$ cat src/rtl/decode_queue_pkg.sv
// Shared types for the decode queue: control word, opcode map and the decode helpers.
// COP0 opcodes are decoded outside this package (see decode_queue_cop0_decoder).
package decode_queue_pkg;

    localparam int unsigned INSTR_W = 32;

    // Main opcode field, instr[31:26]
    localparam logic [5:0] OPC_RTYPE    = 6'h00;
    localparam logic [5:0] OPC_REGIMM   = 6'h01;
    localparam logic [5:0] OPC_J        = 6'h02;
    localparam logic [5:0] OPC_JAL      = 6'h03;
    localparam logic [5:0] OPC_BEQ      = 6'h04;
    localparam logic [5:0] OPC_BNE      = 6'h05;
    localparam logic [5:0] OPC_BLEZ     = 6'h06;
    localparam logic [5:0] OPC_BGTZ     = 6'h07;
    localparam logic [5:0] OPC_ADDI     = 6'h08;
    localparam logic [5:0] OPC_ADDIU    = 6'h09;
    localparam logic [5:0] OPC_SLTI     = 6'h0a;
    localparam logic [5:0] OPC_SLTIU    = 6'h0b;
    localparam logic [5:0] OPC_ANDI     = 6'h0c;
    localparam logic [5:0] OPC_ORI      = 6'h0d;
    localparam logic [5:0] OPC_XORI     = 6'h0e;
    localparam logic [5:0] OPC_LUI      = 6'h0f;
    localparam logic [5:0] OPC_COP0     = 6'h10;
    localparam logic [5:0] OPC_BEQL     = 6'h14;
    localparam logic [5:0] OPC_BNEL     = 6'h15;
    localparam logic [5:0] OPC_BLEZL    = 6'h16;
    localparam logic [5:0] OPC_BGTZL    = 6'h17;
    localparam logic [5:0] OPC_SPECIAL2 = 6'h1c;
    localparam logic [5:0] OPC_LB       = 6'h20;
    localparam logic [5:0] OPC_LH       = 6'h21;
    localparam logic [5:0] OPC_LW       = 6'h23;
    localparam logic [5:0] OPC_LBU      = 6'h24;
    localparam logic [5:0] OPC_LHU      = 6'h25;
    localparam logic [5:0] OPC_SB       = 6'h28;
    localparam logic [5:0] OPC_SH       = 6'h29;
    localparam logic [5:0] OPC_SW       = 6'h2b;

    // RTYPE funct field, instr[5:0]
    localparam logic [5:0] FN_SLL     = 6'h00;
    localparam logic [5:0] FN_SRL     = 6'h02;
    localparam logic [5:0] FN_SRA     = 6'h03;
    localparam logic [5:0] FN_SLLV    = 6'h04;
    localparam logic [5:0] FN_SRLV    = 6'h06;
    localparam logic [5:0] FN_SRAV    = 6'h07;
    localparam logic [5:0] FN_JR      = 6'h08;
    localparam logic [5:0] FN_JALR    = 6'h09;
    localparam logic [5:0] FN_SYSCALL = 6'h0c;
    localparam logic [5:0] FN_BREAK   = 6'h0d;
    localparam logic [5:0] FN_MFHI    = 6'h10;
    localparam logic [5:0] FN_MFLO    = 6'h12;
    localparam logic [5:0] FN_ADD     = 6'h20;
    localparam logic [5:0] FN_ADDU    = 6'h21;
    localparam logic [5:0] FN_SUB     = 6'h22;
    localparam logic [5:0] FN_SUBU    = 6'h23;
    localparam logic [5:0] FN_AND     = 6'h24;
    localparam logic [5:0] FN_OR      = 6'h25;
    localparam logic [5:0] FN_XOR     = 6'h26;
    localparam logic [5:0] FN_NOR     = 6'h27;
    localparam logic [5:0] FN_SLT     = 6'h2a;
    localparam logic [5:0] FN_SLTU    = 6'h2b;
    localparam logic [5:0] FN2_MUL    = 6'h02;

    // COP0 rs field and the fixed low bits of ERET
    localparam logic [4:0]  COP0_MF   = 5'h00;
    localparam logic [4:0]  COP0_MT   = 5'h04;
    localparam logic [25:0] COP0_ERET = 26'h2000018;

    typedef enum logic [1:0] {OPD_NONE, OPD_RS, OPD_RT, OPD_RS_RT} opd_use_t;
    typedef enum logic [3:0] {
        ALU_ADD, ALU_SUB, ALU_AND, ALU_OR, ALU_XOR, ALU_NOR, ALU_SLT, ALU_SLTU,
        ALU_SLL, ALU_SRL, ALU_SRA, ALU_LUI, ALU_MUL
    } alu_op_t;
    typedef enum logic [2:0] {BR_NONE, BR_EQ, BR_NE, BR_LEZ, BR_GTZ, BR_LTZ, BR_GEZ} branch_t;
    typedef enum logic [1:0] {REG_DST_RD, REG_DST_RT, REG_DST_RA} reg_dst_t;
    typedef enum logic [2:0] {
        REG_SRC_ALU, REG_SRC_MEM, REG_SRC_PC8, REG_SRC_HI, REG_SRC_LO, REG_SRC_COP0
    } reg_src_t;
    typedef enum logic [3:0] {
        MEM_NONE, MEM_READ_BYTE, MEM_READ_HALF, MEM_READ_WORD, MEM_READ_BYTE_U,
        MEM_READ_HALF_U, MEM_WRITE_BYTE, MEM_WRITE_HALF, MEM_WRITE_WORD
    } mem_op_t;
    typedef enum logic [2:0] {
        PC_SRC_NEXT, PC_SRC_JUMP, PC_SRC_JREG, PC_SRC_BRANCH, PC_SRC_EXECPTION, PC_SRC_ERET
    } pc_src_t;
    typedef enum logic [2:0] {
        EXC_CHK_NONE, EXC_CHK_OVERFLOW, EXC_CHK_SYSCALL, EXC_CHK_BREAK, EXC_CHK_RESERVERD
    } exc_chk_t;

    typedef struct packed {
        opd_use_t opd_use;
        alu_op_t  alu_op;
        logic     alu_imm;
        logic     imm_zext;
        branch_t  branch;
        logic     likely;
        reg_dst_t reg_dst;
        reg_src_t reg_src;
        logic     write_reg;
        mem_op_t  mem_op;
        logic     write_mem;
        logic     write_cop0;
        pc_src_t  pc_src;
        exc_chk_t exc_chk;
    } control_t;

    // Control word of an instruction with no architectural effect
    function automatic control_t nop_control();
        control_t c;
        c.opd_use    = OPD_NONE;
        c.alu_op     = ALU_ADD;
        c.alu_imm    = 1'b0;
        c.imm_zext   = 1'b0;
        c.branch     = BR_NONE;
        c.likely     = 1'b0;
        c.reg_dst    = REG_DST_RD;
        c.reg_src    = REG_SRC_ALU;
        c.write_reg  = 1'b0;
        c.mem_op     = MEM_NONE;
        c.write_mem  = 1'b0;
        c.write_cop0 = 1'b0;
        c.pc_src     = PC_SRC_NEXT;
        c.exc_chk    = EXC_CHK_NONE;
        return c;
    endfunction

    function automatic control_t reserved_control();
        control_t c;
        c         = nop_control();
        c.pc_src  = PC_SRC_EXECPTION;
        c.exc_chk = EXC_CHK_RESERVERD;
        return c;
    endfunction

    function automatic control_t rtype_control(input logic [5:0] funct);
        control_t c;
        c           = nop_control();
        c.opd_use   = OPD_RS_RT;
        c.write_reg = 1'b1;
        c.reg_dst   = REG_DST_RD;
        case (funct)
            FN_SLL:  begin c.opd_use = OPD_RT; c.alu_op = ALU_SLL; end
            FN_SRL:  begin c.opd_use = OPD_RT; c.alu_op = ALU_SRL; end
            FN_SRA:  begin c.opd_use = OPD_RT; c.alu_op = ALU_SRA; end
            FN_SLLV: c.alu_op = ALU_SLL;
            FN_SRLV: c.alu_op = ALU_SRL;
            FN_SRAV: c.alu_op = ALU_SRA;
            FN_JR: begin
                c.opd_use   = OPD_RS;
                c.write_reg = 1'b0;
                c.pc_src    = PC_SRC_JREG;
            end
            FN_JALR: begin
                c.opd_use = OPD_RS;
                c.reg_src = REG_SRC_PC8;
                c.pc_src  = PC_SRC_JREG;
            end
            FN_SYSCALL: begin
                c         = nop_control();
                c.pc_src  = PC_SRC_EXECPTION;
                c.exc_chk = EXC_CHK_SYSCALL;
            end
            FN_BREAK: begin
                c         = nop_control();
                c.pc_src  = PC_SRC_EXECPTION;
                c.exc_chk = EXC_CHK_BREAK;
            end
            FN_MFHI: begin c.opd_use = OPD_NONE; c.reg_src = REG_SRC_HI; end
            FN_MFLO: begin c.opd_use = OPD_NONE; c.reg_src = REG_SRC_LO; end
            FN_ADD:  begin c.alu_op = ALU_ADD; c.exc_chk = EXC_CHK_OVERFLOW; end
            FN_ADDU: c.alu_op = ALU_ADD;
            FN_SUB:  begin c.alu_op = ALU_SUB; c.exc_chk = EXC_CHK_OVERFLOW; end
            FN_SUBU: c.alu_op = ALU_SUB;
            FN_AND:  c.alu_op = ALU_AND;
            FN_OR:   c.alu_op = ALU_OR;
            FN_XOR:  c.alu_op = ALU_XOR;
            FN_NOR:  c.alu_op = ALU_NOR;
            FN_SLT:  c.alu_op = ALU_SLT;
            FN_SLTU: c.alu_op = ALU_SLTU;
            default: c = reserved_control();
        endcase
        return c;
    endfunction

    // rt selects the condition; bit 1 marks likely, bit 4 marks link
    function automatic control_t regimm_control(input logic [4:0] rt);
        control_t c;
        c = nop_control();
        if (rt[3:2] == 2'b00 && (rt[4] == 1'b0 || rt[1] == 1'b0)) begin
            c.opd_use = OPD_RS;
            c.branch  = rt[0] ? BR_GEZ : BR_LTZ;
            c.likely  = rt[1];
            c.pc_src  = PC_SRC_BRANCH;
            if (rt[4]) begin
                c.write_reg = 1'b1;
                c.reg_dst   = REG_DST_RA;
                c.reg_src   = REG_SRC_PC8;
            end
        end else begin
            c = reserved_control();
        end
        return c;
    endfunction

    function automatic control_t special2_control(input logic [5:0] funct);
        control_t c;
        c = reserved_control();
        if (funct == FN2_MUL) begin
            c           = nop_control();
            c.opd_use   = OPD_RS_RT;
            c.alu_op    = ALU_MUL;
            c.write_reg = 1'b1;
        end
        return c;
    endfunction

    function automatic control_t imm_control(input alu_op_t op, input logic zext);
        control_t c;
        c           = nop_control();
        c.opd_use   = OPD_RS;
        c.alu_op    = op;
        c.alu_imm   = 1'b1;
        c.imm_zext  = zext;
        c.write_reg = 1'b1;
        c.reg_dst   = REG_DST_RT;
        return c;
    endfunction

    function automatic control_t load_control(input mem_op_t m);
        control_t c;
        c         = imm_control(ALU_ADD, 1'b0);
        c.reg_src = REG_SRC_MEM;
        c.mem_op  = m;
        return c;
    endfunction

    function automatic control_t store_control(input mem_op_t m);
        control_t c;
        c           = imm_control(ALU_ADD, 1'b0);
        c.opd_use   = OPD_RS_RT;
        c.write_reg = 1'b0;
        c.write_mem = 1'b1;
        c.mem_op    = m;
        return c;
    endfunction

    // Everything except COP0, which decodes as reserved here
    function automatic control_t decode_instr(input logic [INSTR_W-1:0] instr);
        control_t   c;
        logic [5:0] opc;
        opc = instr[31:26];
        c   = nop_control();
        case (opc)
            OPC_RTYPE:    c = rtype_control(instr[5:0]);
            OPC_REGIMM:   c = regimm_control(instr[20:16]);
            OPC_SPECIAL2: c = special2_control(instr[5:0]);
            OPC_J:        c.pc_src = PC_SRC_JUMP;
            OPC_JAL: begin
                c.pc_src    = PC_SRC_JUMP;
                c.write_reg = 1'b1;
                c.reg_dst   = REG_DST_RA;
                c.reg_src   = REG_SRC_PC8;
            end
            OPC_BEQ, OPC_BNE, OPC_BEQL, OPC_BNEL: begin
                c.opd_use = OPD_RS_RT;
                c.branch  = opc[0] ? BR_NE : BR_EQ;
                c.likely  = opc[4];
                c.pc_src  = PC_SRC_BRANCH;
            end
            OPC_BLEZ, OPC_BGTZ, OPC_BLEZL, OPC_BGTZL: begin
                c.opd_use = OPD_RS;
                c.branch  = opc[0] ? BR_GTZ : BR_LEZ;
                c.likely  = opc[4];
                c.pc_src  = PC_SRC_BRANCH;
            end
            OPC_ADDI: begin
                c         = imm_control(ALU_ADD, 1'b0);
                c.exc_chk = EXC_CHK_OVERFLOW;
            end
            OPC_ADDIU: c = imm_control(ALU_ADD, 1'b0);
            OPC_SLTI:  c = imm_control(ALU_SLT, 1'b0);
            OPC_SLTIU: c = imm_control(ALU_SLTU, 1'b0);
            OPC_ANDI:  c = imm_control(ALU_AND, 1'b1);
            OPC_ORI:   c = imm_control(ALU_OR, 1'b1);
            OPC_XORI:  c = imm_control(ALU_XOR, 1'b1);
            OPC_LUI: begin
                c         = imm_control(ALU_LUI, 1'b1);
                c.opd_use = OPD_NONE;
            end
            OPC_LB:  c = load_control(MEM_READ_BYTE);
            OPC_LH:  c = load_control(MEM_READ_HALF);
            OPC_LW:  c = load_control(MEM_READ_WORD);
            OPC_LBU: c = load_control(MEM_READ_BYTE_U);
            OPC_LHU: c = load_control(MEM_READ_HALF_U);
            OPC_SB:  c = store_control(MEM_WRITE_BYTE);
            OPC_SH:  c = store_control(MEM_WRITE_HALF);
            OPC_SW:  c = store_control(MEM_WRITE_WORD);
            default: c = reserved_control();
        endcase
        return c;
    endfunction

endpackage

$ cat src/rtl/decode_queue_cop0_decoder.sv
// COP0 instruction decoder (MFC0, MTC0, ERET); only built when DECODE_QUEUE_COP0_EN is defined.
`ifdef DECODE_QUEUE_COP0_EN
module decode_queue_cop0_decoder
    import decode_queue_pkg::*;
(
    input  logic [INSTR_W-1:0] instr_i,
    output control_t           ctl_c_o
);

    always_comb begin
        ctl_c_o = reserved_control();
        if (instr_i[31:26] == OPC_COP0) begin
            if (instr_i[25:21] == COP0_MF) begin
                ctl_c_o           = nop_control();
                ctl_c_o.write_reg = 1'b1;
                ctl_c_o.reg_dst   = REG_DST_RT;
                ctl_c_o.reg_src   = REG_SRC_COP0;
            end else if (instr_i[25:21] == COP0_MT) begin
                ctl_c_o            = nop_control();
                ctl_c_o.opd_use    = OPD_RT;
                ctl_c_o.write_cop0 = 1'b1;
            end else if (instr_i[25:0] == COP0_ERET) begin
                ctl_c_o        = nop_control();
                ctl_c_o.pc_src = PC_SRC_ERET;
            end
        end
    end

endmodule
`endif

$ cat src/rtl/decode_queue.sv
// Decode queue between fetch and register read: decodes on enqueue, buffers DEPTH entries.
// Define DECODE_QUEUE_COP0_EN to decode COP0 instead of trapping it as reserved.
module decode_queue
    import decode_queue_pkg::*;
#(
    parameter int unsigned DEPTH = 4,
    parameter int unsigned PC_W  = 32
) (
    input  logic                         clk,
    input  logic                         reset,
    input  logic                         flush,
    input  logic                         in_valid,
    output logic                         in_ready,
    input  logic [31:0]                  in_instr,
    input  logic [PC_W-1:0]              in_pc,
    output logic                         out_valid,
    input  logic                         out_ready,
    output logic [31:0]                  out_instr,
    output logic [PC_W-1:0]              out_pc,
    output control_t                     out_ctl,
    output logic                         out_annulled,
    input  logic                         annul,
    output logic [$clog2(DEPTH+1)-1:0]   count
);

    localparam int unsigned PTR_W = $clog2(DEPTH);
    localparam int unsigned CNT_W = $clog2(DEPTH+1);

    logic [INSTR_W-1:0] instr_q [DEPTH];
    logic [PC_W-1:0]    pc_q    [DEPTH];
    control_t           ctl_q   [DEPTH];
    logic [DEPTH-1:0]   ann_q;

    logic [PTR_W-1:0] head_q, head_d;
    logic [PTR_W-1:0] tail_q, tail_d;
    logic [CNT_W-1:0] count_q, count_d;

    logic     enq;
    logic     deq;
    logic     ann_hit;
    control_t dec_ctl;

`ifdef DECODE_QUEUE_COP0_EN
    control_t cop0_ctl;

    decode_queue_cop0_decoder u_cop0_decoder (
        .instr_i (in_instr),
        .ctl_c_o (cop0_ctl)
    );

    assign dec_ctl = (in_instr[31:26] == OPC_COP0) ? cop0_ctl : decode_instr(in_instr);
`else
    assign dec_ctl = decode_instr(in_instr);
`endif

    // in_ready looks only at count so out_ready never reaches it combinationally
    assign in_ready  = (count_q != CNT_W'(DEPTH));
    assign out_valid = (count_q != '0);
    assign count     = count_q;

    assign enq     = in_valid & in_ready & ~flush & ~reset;
    assign deq     = out_valid & out_ready & ~flush & ~reset;
    assign ann_hit = annul & out_valid & ~flush & ~reset;

    // Annul is the only input that reaches the outputs combinationally
    assign out_instr    = instr_q[head_q];
    assign out_pc       = pc_q[head_q];
    assign out_annulled = out_valid & (ann_q[head_q] | annul);
    assign out_ctl      = out_annulled ? nop_control() : ctl_q[head_q];

    always_comb begin
        head_d  = head_q;
        tail_d  = tail_q;
        count_d = count_q;
        if (flush) begin
            head_d  = '0;
            tail_d  = '0;
            count_d = '0;
        end else begin
            if (enq) tail_d = tail_q + PTR_W'(1);
            if (deq) head_d = head_q + PTR_W'(1);
            case ({enq, deq})
                2'b10:   count_d = count_q + CNT_W'(1);
                2'b01:   count_d = count_q - CNT_W'(1);
                default: count_d = count_q;
            endcase
        end
    end

    always_ff @(posedge clk) begin
        if (reset) begin
            head_q  <= '0;
            tail_q  <= '0;
            count_q <= '0;
        end else begin
            head_q  <= head_d;
            tail_q  <= tail_d;
            count_q <= count_d;
        end
    end

    // Payload is never reset; head==tail only when empty or full, so the two writes never collide
    always_ff @(posedge clk) begin
        if (enq) begin
            instr_q[tail_q] <= in_instr;
            pc_q[tail_q]    <= in_pc;
            ctl_q[tail_q]   <= dec_ctl;
            ann_q[tail_q]   <= 1'b0;
        end
        if (ann_hit) begin
            ann_q[head_q] <= 1'b1;
            ctl_q[head_q] <= nop_control();
        end
    end

endmodule

$ cat config.mk
export PLATFORM = sky130hd
export DESIGN_NAME = decode_queue
export DESIGN_NICKNAME = d
export VERILOG_FILES = /design/src/rtl/decode_queue_pkg.sv /design/src/rtl/decode_queue_cop0_decoder.sv /design/src/rtl/decode_queue.sv
export SDC_FILE = /design/constraint.sdc
export NUM_CORES = 1
export LEC_CHECK = 0
export CORE_ASPECT_RATIO = 0.7
export CORE_MARGIN = 2
export CORE_UTILIZATION = 45
export CTS_CLUSTER_SIZE = 8
export DETAILED_ROUTE_END_ITERATION = 12
export PLACE_DENSITY = 0.68
export SYNTH_ARGS = -nofsm -noshare
export SYNTH_HDL_FRONTEND = slang
export SYNTH_SLANG_ARGS = --single-unit
$ cat constraint.sdc
create_clock -name clk -period 4.2 [get_ports clk]
set_input_delay 0.84 -clock clk [delete_from_list [all_inputs] [get_ports clk]]
set_output_delay 0.84 -clock clk [all_outputs]
set_load 0.005 [all_outputs]
==> results.ini, run 1 <==
[critical_path]
startpoint_type=flop
crit_end=out_pc[16]
critPathArrivalTime_ns=2.81
critPathMaxFanout=24
worstSetupEndpointType=primary output
r2r-end=count[2]$_SDFFE_PP0P_
worstRegToRegCells=8
path_class=reg -> out
required_ns=3.36
r2r_start=count[2]$_SDFFE_PP0P_
rrSetupSlack_ns=1.86

[placed_design]
placed_area_um2=18020
port_buffers=168
gp_congestion=0.8700
dpl.hpwl_um=23270

[synth]
synth_ff_type=edfxtp_1
synth_top_area_share=0.4867
ys_ff_latch=385
syn_area_um2=15800
async_flop_share=0
synth_edf_count=256
ys_top_cells_by_area=edfxtp_1 (49%), dfxtp_1 (16%), mux4_2 (13%), a21oi_1 (3.0%), nor2_1 (2.5%)
syn_avg_cell_area_um2=14.43
seq_area_frac_synth=0.6501
yosysWarnings=0
synth_top_cell_by_area=edfxtp_1
syn_nets=1175
postSynthCellCount=1095
ys_types=74

[floorplanning]
ios=170
die-area_um2=36640
coreArea_um2=34660
die_h_um=160.8
rows=57
start_util=0.4557
die_x_um=227.9

[cts]
cts_buffers=54
insertion_delay_ns=0.56
cts.htree.levels=2
ctsHoldBuffers=0
cts_tree=done
clk_path_buf_depth=3
clock-root-buffer=clkbuf_16
clkTransAtPathRegs_ns=0.05
cts.sinks=385
post_cts_buffers=0
ctsResizeCount=0

[run_status]
status=complete, no violations

[finish]
layout_common_cells=edfxtp_1 (256), clkdlybuf4s50_1 (168), dfxtp_1 (127)
design_area_um2=19570
syn_to_final_growth_pct=23.87
antennaDiodeCount=0
nets=1351
layout-drive-gt1-share=0.1644
fillers=2791
mostFrequentLayoutCell=edfxtp_1

[global_routing]
track_usage=0.2005
grt_pass1_wl_um=56920
grt_max_degree=51
grt_pass1_vias=9746
overflow=0
antenna_found_initial=0

[power]
p_leak_uw=0.006478
power_density_nw_per_um2=451.0
irDropWorstVdd_mv=0.2613

[hold_path]
hold_class=reg -> reg

[timing]
max-slew-margin-rel=0.3512
whs_ns=0.4510
fin_setup_tns_ns=0
tightest_slew_ns=0.9687
final_max_slew_viol_count=0
min_period_ns=3.646
hold_viol=0
grt_setup_unrepaired=no
fin_crit_sh=0.8681
fmax_mhz=274.3
setup_violations=0
clock_skew_ns=0.01398

[detailed_routing]
vias=9804
postRouteAntennaNets=0
first_pass_iters=5
routed_wl_um=36840
vias_per_cell=5.508
drc_errors=0
wl_per_cell_um=20.69
drt_iter0_drc=812

[job]
drv_cap=0

-- cell type report --
| cell class | count | area (um^2) | area share |
|---|---|---|---|
| clock buffer | 90 | 1508 | 0.07705 |
| clock inverter | 3 | 37.54 | 0.001918 |
| inverter | 18 | 77.57 | 0.003964 |
| multi-input combinational | 613 | 5075 | 0.2594 |
| sequential | 385 | 10280 | 0.5252 |
| tap | 472 | 590.6 | 0.03018 |
| timing repair buffer | 199 | 2002 | 0.1023 |
-- synthesized netlist by cell type (3+ instances only) --
cell type,instances
or3_1,4
edfxtp_1,256
nor4_2,3
o21ai_0,43
buf_6,6
a22oi_1,6
nand2_1,71
nand4_2,4
a211oi_1,15
a21oi_1,95
nor2b_1,34
ha_1,9
buf_1,5
nor3_1,15
buf_2,27
nor4b_1,3
nand2b_1,12
mux4_2,94
nor3b_1,5
inv_2,4
nor2_1,106
o31ai_1,3
xnor2_1,3
a211oi_2,6
xor2_1,4
inv_1,14
o211ai_1,4
dfxtp_1,129
nand3_1,10
clkbuf_1,38
and2_4,3
a31oi_1,10
-- critical path, cell delays in order, from the launching register on --
cell             delay (ns)
dfxtp_4                0.67
buf_4                  0.49
mux4_2                 0.57
clkdlybuf4s50_1        0.49
-- where the power goes --
group / switching (uW) / internal, uW / total (uW)
clock network: 1540 / 2420 / 3950
logic: 286 / 338 / 624
registers: 60.5 / 4190 / 4250
total: 1890 / 6940 / 8820
-- sequential cells by signal (all words and copies together), names as in the netlist, named ones only --
name	count
instr_q	128
pc_q	128
ctl_q	116
ann_q	4
count	3
head_q	2
tail_q	2
-- cell families (layout without fill, tap and decap cells) --
logic type | Yosys count | in the layout | synth area share
and+or+nand+nor | 294 | 294 | 0.09458
muxes | 96 | 96 | 0.1353
adders and majority gates | 10 | 10 | 0.008396
xor gates and xnor gates | 7 | 7 | 0.003881
AOI/OAI and AO/OA | 205 | 205 | 0.07889
DFF | 385 | 385 | 0.6501
buffers and inverters | 97 | 310 | 0.02859
other | 1 | 1 | 0.0002374
-- metal layers --
layer / global-route usage / routed length, um
met5: 0 / 0
met4: 0.05110 / 638
met3: 0.04812 / 2616
met2: 0.3110 / 16910
met1: 0.2865 / 16670
-- metrics by stage --
step	cells	worst slack, ns	power [uW]	utilization
6_report	1780	0.5541	8824	0.5645
3_3_place_gp	1687	0.8645	4920	0.5200
4_1_cts	1780	0.4447	8905	0.5645
2_1_floorplan	1095	0.2336	4621	-
5_1_grt	1780	0.3384	9128	0.5645
3_5_place_dp	1687	0.8102	4941	0.5200
-- worst min-delay path by stage --
stage                                      to  depth (start not counted)                      start
floorplan                    ann_q[2]$_DFF_P_                          2           ann_q[2]$_DFF_P_
global placement             ann_q[2]$_DFF_P_                          2           ann_q[2]$_DFF_P_
detailed placement           ann_q[1]$_DFF_P_                          2           ann_q[1]$_DFF_P_
CTS                          ann_q[1]$_DFF_P_                          2           ann_q[1]$_DFF_P_
global route        ctl_q[3][15]$_SDFFE_PP0P_                          2  ctl_q[3][15]$_SDFFE_PP0P_
finish              ctl_q[3][16]$_SDFFE_PP0P_                          2  ctl_q[3][16]$_SDFFE_PP0P_
(Power assumes the default switching activity.)
==> run 2: changes to the inputs <==
Settings changed: ABC_AREA set to 1, DONT_BUFFER_PORTS set to 1, PLACE_DENSITY 0.68 to not set, SKIP_CTS_REPAIR_TIMING set to 1.
==> results.ini, run 2 <==
[floorplanning]
die-area_um2=37360  ; +2.0%
die_x_um=230.2  ; +0.98%
start_util=0.4601  ; +0.004399
rows=57  ; unchanged
die_h_um=162.3  ; +0.97%
coreArea_um2=35020  ; +1.0%
ios=170  ; unchanged

[detailed_routing]
vias=11457  ; +17%
drc_errors=0  ; unchanged
first_pass_iters=6  ; +1
wl_per_cell_um=19.94  ; -3.6%
drt_iter0_drc=1009  ; +24%
postRouteAntennaNets=0  ; unchanged
vias_per_cell=5.570  ; +1.1%
routed_wl_um=41020  ; +11%

[finish]
layout-drive-gt1-share=0.08454  ; -0.07983
multiInputGateArea_um2=4891  ; -3.6%
fillers=3075  ; +10%
antennaDiodeCount=0  ; unchanged
seq_area_um2=10280  ; unchanged
mostFrequentLayoutCell=o21ai_0
nets=1649  ; +22%
largestRegisters=instr_q (128), pc_q (128), ctl_q (116)
final_util=0.5125  ; -0.05206
syn_to_final_growth_pct=11.38
layout_common_cells=o21ai_0 (283), edfxtp_1 (256), nor2_1 (234)
design_area_um2=17950  ; -8.3%

[timing]
tightest_slew_ns=1.047  ; +0.07781 ns
fmax_mhz=294.6  ; +7.4%
fin_setup_tns_ns=0  ; unchanged
hold_viol=0  ; unchanged
clock_skew_ns=0.02592  ; +0.01195 ns
layout_setup_ws_ns=0.8051  ; +0.2509 ns
fin_crit_sh=0.8083  ; -0.05974
final_max_slew_viol_count=0  ; unchanged
setup_violations=0  ; unchanged
grt_setup_unrepaired=no
min_period_ns=3.395  ; -0.2509 ns
max-slew-margin-rel=0.3015  ; -0.04963

[critical_path]
startpoint_type=flop
required_ns=3.36  ; about the same
worstSetupEndpointType=primary output
critPathArrivalTime_ns=2.55  ; -0.26 ns
path_class=reg -> out
critPathMaxFanout=20  ; -17%

[synth]
seq_area_frac_synth=0.6374  ; -0.01277
ys_top_cells_by_area=edfxtp_1 (48%), dfxtp_1 (16%), o21ai_0 (8.8%), nor2_1 (5.5%), a21oi_1 (4.9%)
synth_compound_area_frac=0.1835  ; +0.1046
synth_top_cell_by_area=edfxtp_1
syn_area_um2=16110  ; +2.0%
yosys-top-cells-count=o21ai_0 (283), edfxtp_1 (256), nor2_1 (234)
synth_ff_type=edfxtp_1
syn_avg_cell_area_um2=10.14  ; -30%
synth_top_area_share=0.4771  ; -0.009561
synth-xor-area-share=0  ; -0.003881
async_flop_share=0  ; unchanged
synth.most_common_cell=o21ai_0
synth_edf_count=256  ; unchanged
yosys.area_share.simple=0.1116  ; +0.01701
ys_ff_latch=385  ; unchanged
syn_nets=1669  ; +42%
ys_types=40  ; -46%
synth_fa_ha_area_frac=0.008231  ; -0.0001649
postSynthCellCount=1589  ; +45%
synthMuxAreaShare=0  ; -0.1353
synth_top_family_by_area=compound AO/OA/AOI/OAI gates
yosysWarnings=0  ; unchanged

[placed_design]
dp_slack_ns=1.218  ; +0.4073 ns
port_buffers=0  ; -100%
placed_area_um2=16500  ; -8.4%
gp_congestion=0.8910  ; +2.4%
dpl.hpwl_um=24910  ; +7.0%

[cts]
clk_path_buf_depth=3  ; unchanged
clock-root-buffer=clkbuf_16
cts.htree.levels=2  ; unchanged
cts_tree=done
clkTransAtPathRegs_ns=0.06  ; about the same
cts.sinks=385  ; unchanged
insertion_delay_ns=0.58  ; +0.02 ns
cts_buffers=54  ; unchanged

[global_routing]
grt_pass1_wl_um=64070  ; +13%
overflow=0  ; unchanged
grt_pass1_vias=10989  ; +13%
track_usage=0.2200  ; +0.01953
antenna_found_initial=0  ; unchanged
grt_max_degree=188  ; +270%

[power]
irDropWorstVdd_mv=0.3095  ; +18%
p_leak_uw=0.006682  ; +3.2%
power_density_nw_per_um2=485.6  ; +7.7%

[hold_path]
hold_class=in -> reg

[run_status]
status=complete, no violations

[job]
drv_cap=0  ; unchanged

## run 2: cell type report
type | count | area share
clock inverter | 4 | 0.002370
tap | 472 | 0.03291
timing repair buffer | 20 | 0.01255
clock buffer | 68 | 0.07823
inverter | 134 | 0.02872
sequential | 385 | 0.5727
multi-input combinational | 974 | 0.2725
## run 2: layer usage
metal  part of all wire  track usage
met2               0.44       0.3298
met3              0.078      0.05794
met1               0.47       0.3149
met4              0.017      0.06393
met5                  0            0
## run 2: per-stage QoR
stage,instances,hold WS [ns],power (uW)
detailed placement,1985,0.4467,4974
CTS,2057,0.3270,8786
finish,2057,0.3490,8714
global placement,1985,0.4402,4962
floorplan,1589,0.4210,4830
global route,2057,0.3258,9056
## run 2: cells by family (layout without fill, tap and decap cells)
kind of cell               after synthesis  in the layout
AOI/OAI and AO/OA                      552            552
other                                    1              1
DFF                                    385            385
and+or+nand+nor                        411            411
adders and majority gates               10             10
buffers and inverters                  230            226
## run 2: worst paths after layout
kind,startpoint,end,slack (ns),cells after the start
worst max-delay path,head_q[0]$_SDFFE_PP0P_,out_ctl[26],0.81,8
worst min-delay path,in_pc[31],pc_q[1][31]$_DFFE_PP_,0.35,0
worst max register to register,count[1]$_SDFFE_PP0P_,ctl_q[1][9]$_SDFFE_PP0P_,1.65,9
worst min register to register,ctl_q[3][11]$_SDFFE_PP0P_,ctl_q[3][11]$_SDFFE_PP0P_,0.45,2
## run 2: worst max-delay path, cell delays in order (launching register included)
cell and delay (ns):
dfxtp_1 0.39, inv_1 0.14, a21oi_1 0.16, o21ai_0 0.10, nand2_1 0.06, o21ai_0 0.06
inv_1 0.67, buf_4 0.32, a21oi_1 0.08
## run 2: where the power goes
part	total [uW]	leakage (uW)	switching [uW]	internal, uW
Clock	3810	0.000702	1510	2300
Sequential	4340	0.00338	80.5	4260
Combinational	570	0.00260	355	214
